--- src/rtl/sound_sequencer.sv ---
// sound_sequencer: plays clips from a 4-bit sample ROM at a programmable sample rate.
// Four clip requesters are arbitrated by fixed priority, and a higher request preempts the running clip.
`default_nettype none

module sound_sequencer #(
   parameter int unsigned CLK_DIV    = 1250,
   parameter logic [71:0] CLIP_START = {18'd196608, 18'd131072, 18'd65536, 18'd0},
   parameter logic [71:0] CLIP_END   = {18'd262143, 18'd196607, 18'd131071, 18'd65535}
) (
   input  logic        clk,
   input  logic        rst_n,
   input  logic [3:0]  trig,
   input  logic        stop,
   input  logic        loop_en,
   output logic [17:0] rom_addr,
   input  logic [3:0]  rom_rdata,
   output logic [3:0]  sample,
   output logic        playing,
   output logic [1:0]  clip_id,
   output logic        done
);

   localparam logic [15:0] DIV_LAST = 16'(CLK_DIV - 1);
   localparam logic [3:0]  SILENCE  = 4'h8;

   typedef enum logic [1:0] {
      S_IDLE    = 2'd0,
      S_FETCH   = 2'd1,
      S_CAPTURE = 2'd2,
      S_WAIT    = 2'd3
   } state_t;

   state_t      state, state_nxt;
   logic [17:0] ptr_nxt;
   logic [15:0] div_cnt, div_nxt;
   logic [3:0]  sample_nxt;
   logic [1:0]  clip_nxt;
   logic        done_nxt;

   logic [17:0] start_tab [4];
   logic [17:0] end_tab   [4];

   for (genvar i = 0; i < 4; i++) begin : g_tab
      assign start_tab[i] = CLIP_START[18*i +: 18];
      assign end_tab[i]   = CLIP_END[18*i +: 18];
   end

   logic       trig_any;
   logic [1:0] winner;
   logic       start_ok;
   logic       period_end;

   always_comb begin
      trig_any = |trig;
      winner   = 2'd0;
      if (trig[3])      winner = 2'd3;
      else if (trig[2]) winner = 2'd2;
      else if (trig[1]) winner = 2'd1;
   end

   // Outside IDLE only a strictly higher-priority clip may take over.
   assign start_ok   = trig_any && ((state == S_IDLE) || (winner > clip_id));
   assign period_end = (div_cnt == DIV_LAST);
   assign playing    = (state != S_IDLE);

   always_comb begin
      state_nxt  = state;
      ptr_nxt    = rom_addr;
      div_nxt    = div_cnt;
      sample_nxt = sample;
      clip_nxt   = clip_id;
      done_nxt   = 1'b0;

      if ((state != S_IDLE) && stop) begin
         state_nxt  = S_IDLE;
         sample_nxt = SILENCE;
         div_nxt    = 16'd0;
      end else if (start_ok) begin
         ptr_nxt   = start_tab[winner];
         clip_nxt  = winner;
         div_nxt   = 16'd0;
         state_nxt = S_FETCH;
      end else begin
         case (state)
            S_FETCH: begin
               div_nxt   = div_cnt + 16'd1;
               state_nxt = S_CAPTURE;
            end
            S_CAPTURE: begin
               sample_nxt = rom_rdata;
               div_nxt    = div_cnt + 16'd1;
               state_nxt  = S_WAIT;
            end
            S_WAIT: begin
               if (period_end) begin
                  div_nxt = 16'd0;
                  // Comparing against the end address first keeps ptr from wrapping at 2^18-1.
                  if (rom_addr != end_tab[clip_id]) begin
                     ptr_nxt   = rom_addr + 18'd1;
                     state_nxt = S_FETCH;
                  end else if (loop_en) begin
                     ptr_nxt   = start_tab[clip_id];
                     state_nxt = S_FETCH;
                  end else begin
                     done_nxt   = 1'b1;
                     sample_nxt = SILENCE;
                     state_nxt  = S_IDLE;
                  end
               end else begin
                  div_nxt = div_cnt + 16'd1;
               end
            end
            default: begin
               state_nxt = S_IDLE;
            end
         endcase
      end
   end

   always_ff @(posedge clk or negedge rst_n) begin
      if (!rst_n) begin
         state    <= S_IDLE;
         rom_addr <= 18'd0;
         div_cnt  <= 16'd0;
         sample   <= SILENCE;
         clip_id  <= 2'd0;
         done     <= 1'b0;
      end else begin
         state    <= state_nxt;
         rom_addr <= ptr_nxt;
         div_cnt  <= div_nxt;
         sample   <= sample_nxt;
         clip_id  <= clip_nxt;
         done     <= done_nxt;
      end
   end

endmodule

`default_nettype wire
--- config.mk ---
export PLATFORM = sky130hd
export DESIGN_NAME = sound_sequencer
export DESIGN_NICKNAME = d
export VERILOG_FILES = /design/src/rtl/sound_sequencer.sv
export SDC_FILE = /design/constraint.sdc
export NUM_CORES = 1
export LEC_CHECK = 0
export ABC_AREA = 1
export CAP_MARGIN = 20
export CORE_MARGIN = 8
export CORE_UTILIZATION = 40
export CTS_CLUSTER_SIZE = 20
export DETAILED_ROUTE_END_ITERATION = 10
export SLEW_MARGIN = 20
export SYNTH_ARGS = -nofsm -noshare
export SYNTH_HDL_FRONTEND = slang
export SYNTH_SLANG_ARGS = --single-unit
--- constraint.sdc ---
create_clock -name clk -period 2.4 [get_ports clk]
set_input_delay 0.72 -clock clk [delete_from_list [all_inputs] [get_ports clk]]
set_output_delay 0.72 -clock clk [all_outputs]
set_load 0.02 [all_outputs]
==> results_dict.tcl, run 1 <==
set metrics [dict create \
    viasPerCell 4.81 \
    nets 491 \
    grt-ovfl-total 0 \
    cts_buffers 5 \
    p_leak_nw 1.66 \
    drc_errors 0 \
    io_pins 38 \
    cpMaxStageDelayCell "clkdlybuf4s50_1" \
    syn-cell-area_mm2 0.00280 \
    p_per_area_mw_per_mm2 938 \
    finalCriticalPeriod_ns 2.27 \
    grt_max_degree 20 \
    wire_per_inst_um 12.5 \
    grtUsageTotal 0.149 \
    synth_ff_type "dfrtp_1" \
    rsz0062_at_grt "no" \
    cts_tree "yes" \
    cts_sinks 43 \
    yosysSeqAreaShare 0.385 \
    worstMarginPinSlew_ns 0.458 \
    async_reset_ff_frac 1.00 \
    crit_type "input pin to flop" \
    worstPathMaxFanout 6 \
    setup_viol 0 \
    grt_pass1_wl_um 12200 \
    vias 2733 \
    synth-seq-cells 43 \
    drtIter0Drc 64 \
    hold_class "input pin to async pin" \
    ir_drop_mv 0.520 \
    fin_tns_setup_ns 0 \
    clockBufferDepth 2 \
    hold_viol 0 \
    outcome "complete, no violations" \
    dp_hpwl_um 5150 \
    synth_edf_count 0 \
    clk_latency_ns 0.30 \
    synthCells 407 \
    start_kind "input pin" \
    synth.area.top_cells "dfrtp_1 38%, nand2_1 18%, nor2_1 7.5%" \
    htreeDepth 2 \
    required_ns 2.59 \
    maxSlewViolCount 0 \
    synthToLayoutAreaGrowth_pct 30.4 \
    drive_above_1_share 0.136 \
    diodes 0 \
    clkTransAtPathRegs_ns 0.08 \
    wirelength_um 7120 \
    fin_worst_skew_ns 0.0124 \
    synth.avg_cell_area_um2 6.88 \
    whs_ns 0.362 \
    core-area_mm2 0.00679 \
    numPortBuffers 37 \
    dieWidth_um 99.7 \
    final_core_util 0.537 \
    grt_pass1_vias 2683 \
    synth_area_leader_cell "dfrtp_1" \
    synth_common_cells "134 x nand2_1, 56 x nor2_1, 42 x dfrtp_1, 41 x inv_1, 23 x nand3_1" \
    place_congestion 0.818 \
    synth_nets 427 \
    maxCapViolCount 0 \
    finalCritPeriodShare 0.944 \
    max_slew_margin 0.695 \
    worstPathCellList "clkdlybuf4s50_1 > a21oi_2 > ha_1 > nand2_1 > o21ai_1 > nand2_1 > nand2_4 > nor2_4 > inv_2 > nand2_4 > buf_12 > clkinv_4 > nand2_1 > o21ai_1" \
    ctsHoldBuffers 0 \
    die_h_um 99.7 \
    postRouteAntennaNets 0 \
    antenna_found_initial 0 \
    path_common_cell "nand2_1" \
    yosysWarnings 0 \
    arrival_ns 2.45 \
    max_freq_ghz 0.441 \
    synth_most_common_cell "nand2_1" \
    endpoint_kind "flop" \
    fill_cells 662 \
    synthDistinctLibCells 33 \
    rows 30 \
    die-area_mm2 0.00993 \
    root_buffer "clkbuf_8" \
    firstDrtPassIters 4 \
    slowest_delay_ns 0.43 \
    synth.top_cell.area_share 0.375 \
    start_util 0.412 \
]
[layout make-up]
cell class	count	area (um2)	share of cell area
multi-input cells	311	1530	0.420
flip-flops and latches	43	1080	0.295
repair buffers	62	631	0.173
inverters	46	185	0.0507
well taps	96	120	0.0329
clock buffers	8	80.1	0.0219
repair inverters	2	25.0	0.00685
[cell usage in the layout (no fill, tap or decap), drive strengths merged, types with 2 or more instances in the layout]
| cell type | instances |
|---|---|
| nand2 | 139 |
| nor2 | 61 |
| inv | 45 |
| dfrtp | 42 |
| clkdlybuf4s50 | 33 |
| o21ai | 26 |
| buf | 25 |
| nand3 | 23 |
| nand4 | 14 |
| nor3 | 8 |
| a21oi | 8 |
| ha | 8 |
| clkbuf | 8 |
| nand3b | 5 |
| xor2 | 5 |
| or2 | 4 |
| xnor2 | 3 |
| clkinv | 3 |
| o22ai | 2 |
| o31ai | 2 |
| dlymetal6s2s | 2 |
[kinds of logic after synthesis]
| logic type | share of synthesized area |
|---|---|
| AOI/OAI and AO/OA | 0.0746 |
| xor gates and xnor gates | 0.0250 |
| buffers and inverters | 0.0800 |
| and+or+nand+nor | 0.400 |
| adders and majority gates | 0.0357 |
| DFF | 0.385 |
[metal layers]
metal  track usage  wire length (um)  vias to the layer above
met2         0.260              3490                       44
met4        0.0512               130                        0
met5             0                 0                        -
met1         0.169              3200                     1249
li1              -                 -                     1428
met3        0.0419               305                       12
[power breakdown]
| group | switching, W | total (W) | internal [W] | leakage (nW) |
|---|---|---|---|---|
| registers | 0.000106 | 0.000947 | 0.000842 | 0.580 |
| clock network | 0.000251 | 0.000458 | 0.000207 | 0.0395 |
| logic | 0.00110 | 0.00202 | 0.000914 | 1.05 |
[metrics by stage]
step / worst slack (ns) / total power, W / instances / area [um2]
after floorplan: 0.113 / 0.00193 / 407 / 2800
after global placement: -0.334 / 0.00256 / 551 / 3390
after detailed placement: -0.387 / 0.00258 / 551 / 3390
after CTS: 0.00775 / 0.00343 / 566 / 3610
after global routing: 0.0235 / 0.00367 / 568 / 3650
final: 0.135 / 0.00342 / 568 / 3650
[flip-flops by register name, summed over array words and instances, names as in the netlist]
register and flops:
sample 4, state 2, div_cnt 16, rom_addr 18, done 1, clip_id 2
[path summary, 6_finish.rpt]
check | from | to | slack (ns) | depth (start not counted)
worst max-delay path | trig[1] | rom_addr[2] | 0.13 | 14
worst min-delay path | rst_n | div_cnt[1] | 0.36 | 1
worst max register to register | rom_addr[0] | rom_addr[17] | 0.50 | 12
worst min register to register | sample[3] | sample[3] | 0.46 | 2
max in group asynchronous | rst_n | div_cnt[8] | 1.46 | 2
min in group clk | sample[3] | sample[3] | 0.46 | 2
[worst max-delay path, delay by kind of cell]
family / cells / cell delay [ns]
buffers and inverters: 4 / 0.70
adder cells (fa/ha/maj): 1 / 0.25
AO/OA/AOI/OAI: 3 / 0.28
AND/OR/NAND/NOR: 6 / 0.50
[repair_timing]
action | 4_1_cts | 5_1_grt
resized for setup | 9 | 13
setup endpoints to repair | 25 | 41
setup buffers | 4 | 2
pin swaps | 4 | 6
gates cloned | 3 | 0
(Power assumes the default switching activity.)
==> inputs of run 2 (changes only) <==
- clock period: 2.4 -> 1.9 ns (I/O delays scaled with it)
==> run 2 against run 1 <==
  * Wire length rose by 4.3%
  * Clock power increased by 44%
  * Core utilization up 4.0 points
  * Critical path depth did not move
  * Hold slack got worse by 0.14 ns
  * Largest cell class unchanged
==> results_dict.tcl, run 2 (synthesized netlist as in run 1, its figures left out) <==
set metrics [dict create \
    stdcell_count 580 \
    nets 503 \
    crit_type "input pin to flop" \
    clockBufferDepth 2 \
    outcome "complete, no violations" \
    cts_tree "yes" \
    io_pins 38 \
    worstMarginPinSlew_ns 0.347 \
    grt_max_degree 44 \
    clkTransAtPathRegs_ns 0.09 \
    setup_viol 0 \
    antenna_found_initial 0 \
    root_buffer "clkbuf_8" \
    reg_top3 "rom_addr x18, div_cnt x16, sample x4" \
    cts_buffers 5 \
    required_ns 2.13 \
    hold_class "input pin to async pin" \
    start_util 0.412 \
    ir_drop_mv 0.654 \
    fill_cells 653 \
    htreeDepth 2 \
    ctsHoldBuffers 0 \
    place_congestion 0.890 \
    drive_above_1_share 0.260 \
    maxSlewViolCount 0 \
    finalCriticalPeriod_ns 1.87 \
    postRouteAntennaNets 0 \
    cts_sinks 43 \
    fin_worst_skew_ns 0.0103 \
    clk_latency_ns 0.30 \
    diodes 0 \
    dp_hpwl_um 5220 \
    die-area_mm2 0.00993 \
    rsz0062_at_grt "yes" \
    numPlacedInstances 560 \
    core-area_mm2 0.00679 \
    endpoint_kind "flop" \
    worstPathMaxFanout 7 \
    final_common_cell "nand2_1" \
    drc_errors 0 \
    arrival_ns 2.10 \
    synthToLayoutAreaGrowth_pct 40.1 \
    largest_reg_flops 18 \
    hold_viol 0 \
    firstDrtPassIters 4 \
    grt_pass1_wl_um 12100 \
    wirelength_um 7430 \
    grt_pass1_vias 2630 \
    largest-register "rom_addr" \
    mostFrequentLayoutCells "111 x nand2_1, 49 x nor2_1, 42 x dfrtp_1, 34 x inv_1, 28 x buf_4" \
    vias 2834 \
    drtIter0Drc 78 \
    viasPerCell 4.89 \
    finalCritPeriodShare 0.985 \
    dieWidth_um 99.7 \
    numPortBuffers 37 \
    maxCapViolCount 0 \
    grt-ovfl-total 0 \
    final_core_util 0.578 \
    p_leak_nw 1.88 \
    max_freq_ghz 0.534 \
    die_h_um 99.7 \
    max_slew_margin 0.768 \
    start_kind "input pin" \
    wire_per_inst_um 12.8 \
    rows 30 \
    grtUsageTotal 0.147 \
    p_per_area_mw_per_mm2 1160 \
]
## run 2: cell count changes in the layout (fill, tap and decap cells not counted), moves of 6 or more
cell and delta:
a21oi_1 -6, dlygate4sd2_1 +20, nand2_2 +9, nor2_1 -6
a21oi_2 +6, clkdlybuf4s50_1 -22, nand2_4 +11, buf_6 +6
buf_4 +9, nand2_1 -21
## run 2: cell type report
| type | count | area, um2 | share of cell area |
|---|---|---|---|
| inverter | 46 | 189 | 0.0482 |
| tap | 96 | 120 | 0.0306 |
| multi-input combinational | 311 | 1750 | 0.445 |
| clock buffer | 8 | 100 | 0.0255 |
| sequential | 43 | 1080 | 0.275 |
| timing repair buffer | 73 | 653 | 0.166 |
| timing repair inverter | 3 | 37.5 | 0.00957 |
## run 2: final timing paths
kind / start / end / slack (ns) / cells past startpoint
hold reg to reg: sample[3] / sample[3] / 0.47 / 2
max in group asynchronous: rst_n / sample[3] / 1.39 / 2
min in group clk: sample[3] / sample[3] / 0.47 / 2
setup / recovery: trig[3] / div_cnt[6] / 0.03 / 14
setup reg to reg: clip_id[1] / div_cnt[6] / 0.06 / 12
hold / removal: rst_n / rom_addr[2] / 0.23 / 2
## run 2: timing repair
item	CTS	global route
gates cloned	4	0
setup buffers	4	5
gates resized for setup	55	59
setup endpoints to repair	65	41
pin swaps	14	18
## run 2: critical path: stages
cell     delay [ns]
buf_8          0.10
nor2_4         0.10
inv_2          0.06
ha_4           0.23
inv_2          0.04
nor2_1         0.03
o21ai_1        0.12
nand2_1        0.10
nand2_4        0.13
nand2_4        0.07
nor2_4         0.26
buf_6          0.16
nand2_1        0.05
nor2_1         0.08
## run 2: per-stage QoR
| step | hold slack [ns] | cell area [um2] | worst slack, ns | power (W) | TNS, ns |
|---|---|---|---|---|---|
| after floorplan | 0.274 | 2870 | -0.0944 | 0.00254 | -1.37 |
| after global placement | 0.457 | 3520 | -0.647 | 0.00339 | -25.87 |
| after detailed placement | 0.460 | 3520 | -0.721 | 0.00341 | -28.33 |
| after CTS | 0.249 | 3720 | 0.00384 | 0.00434 | 0 |
| after global routing | 0.242 | 3920 | -0.0730 | 0.00490 | -1.21 |
| final | 0.227 | 3920 | 0.0285 | 0.00457 | 0 |
## run 2: report_power, final
group | switching (W) | internal, W | total (W)
combinational | 0.00164 | 0.00108 | 0.00272
sequential | 0.000122 | 0.00106 | 0.00118
clock | 0.000328 | 0.000332 | 0.000660
## run 2: layer usage
layer,share of wire,GRT usage,routed length (um),vias to the layer above
li1,-,-,-,1456
met1,0.44,0.171,3270,1325
met2,0.51,0.257,3790,45
met3,0.041,0.0412,302,8
met4,0.0094,0.0361,70,0
met5,0,0,0,-
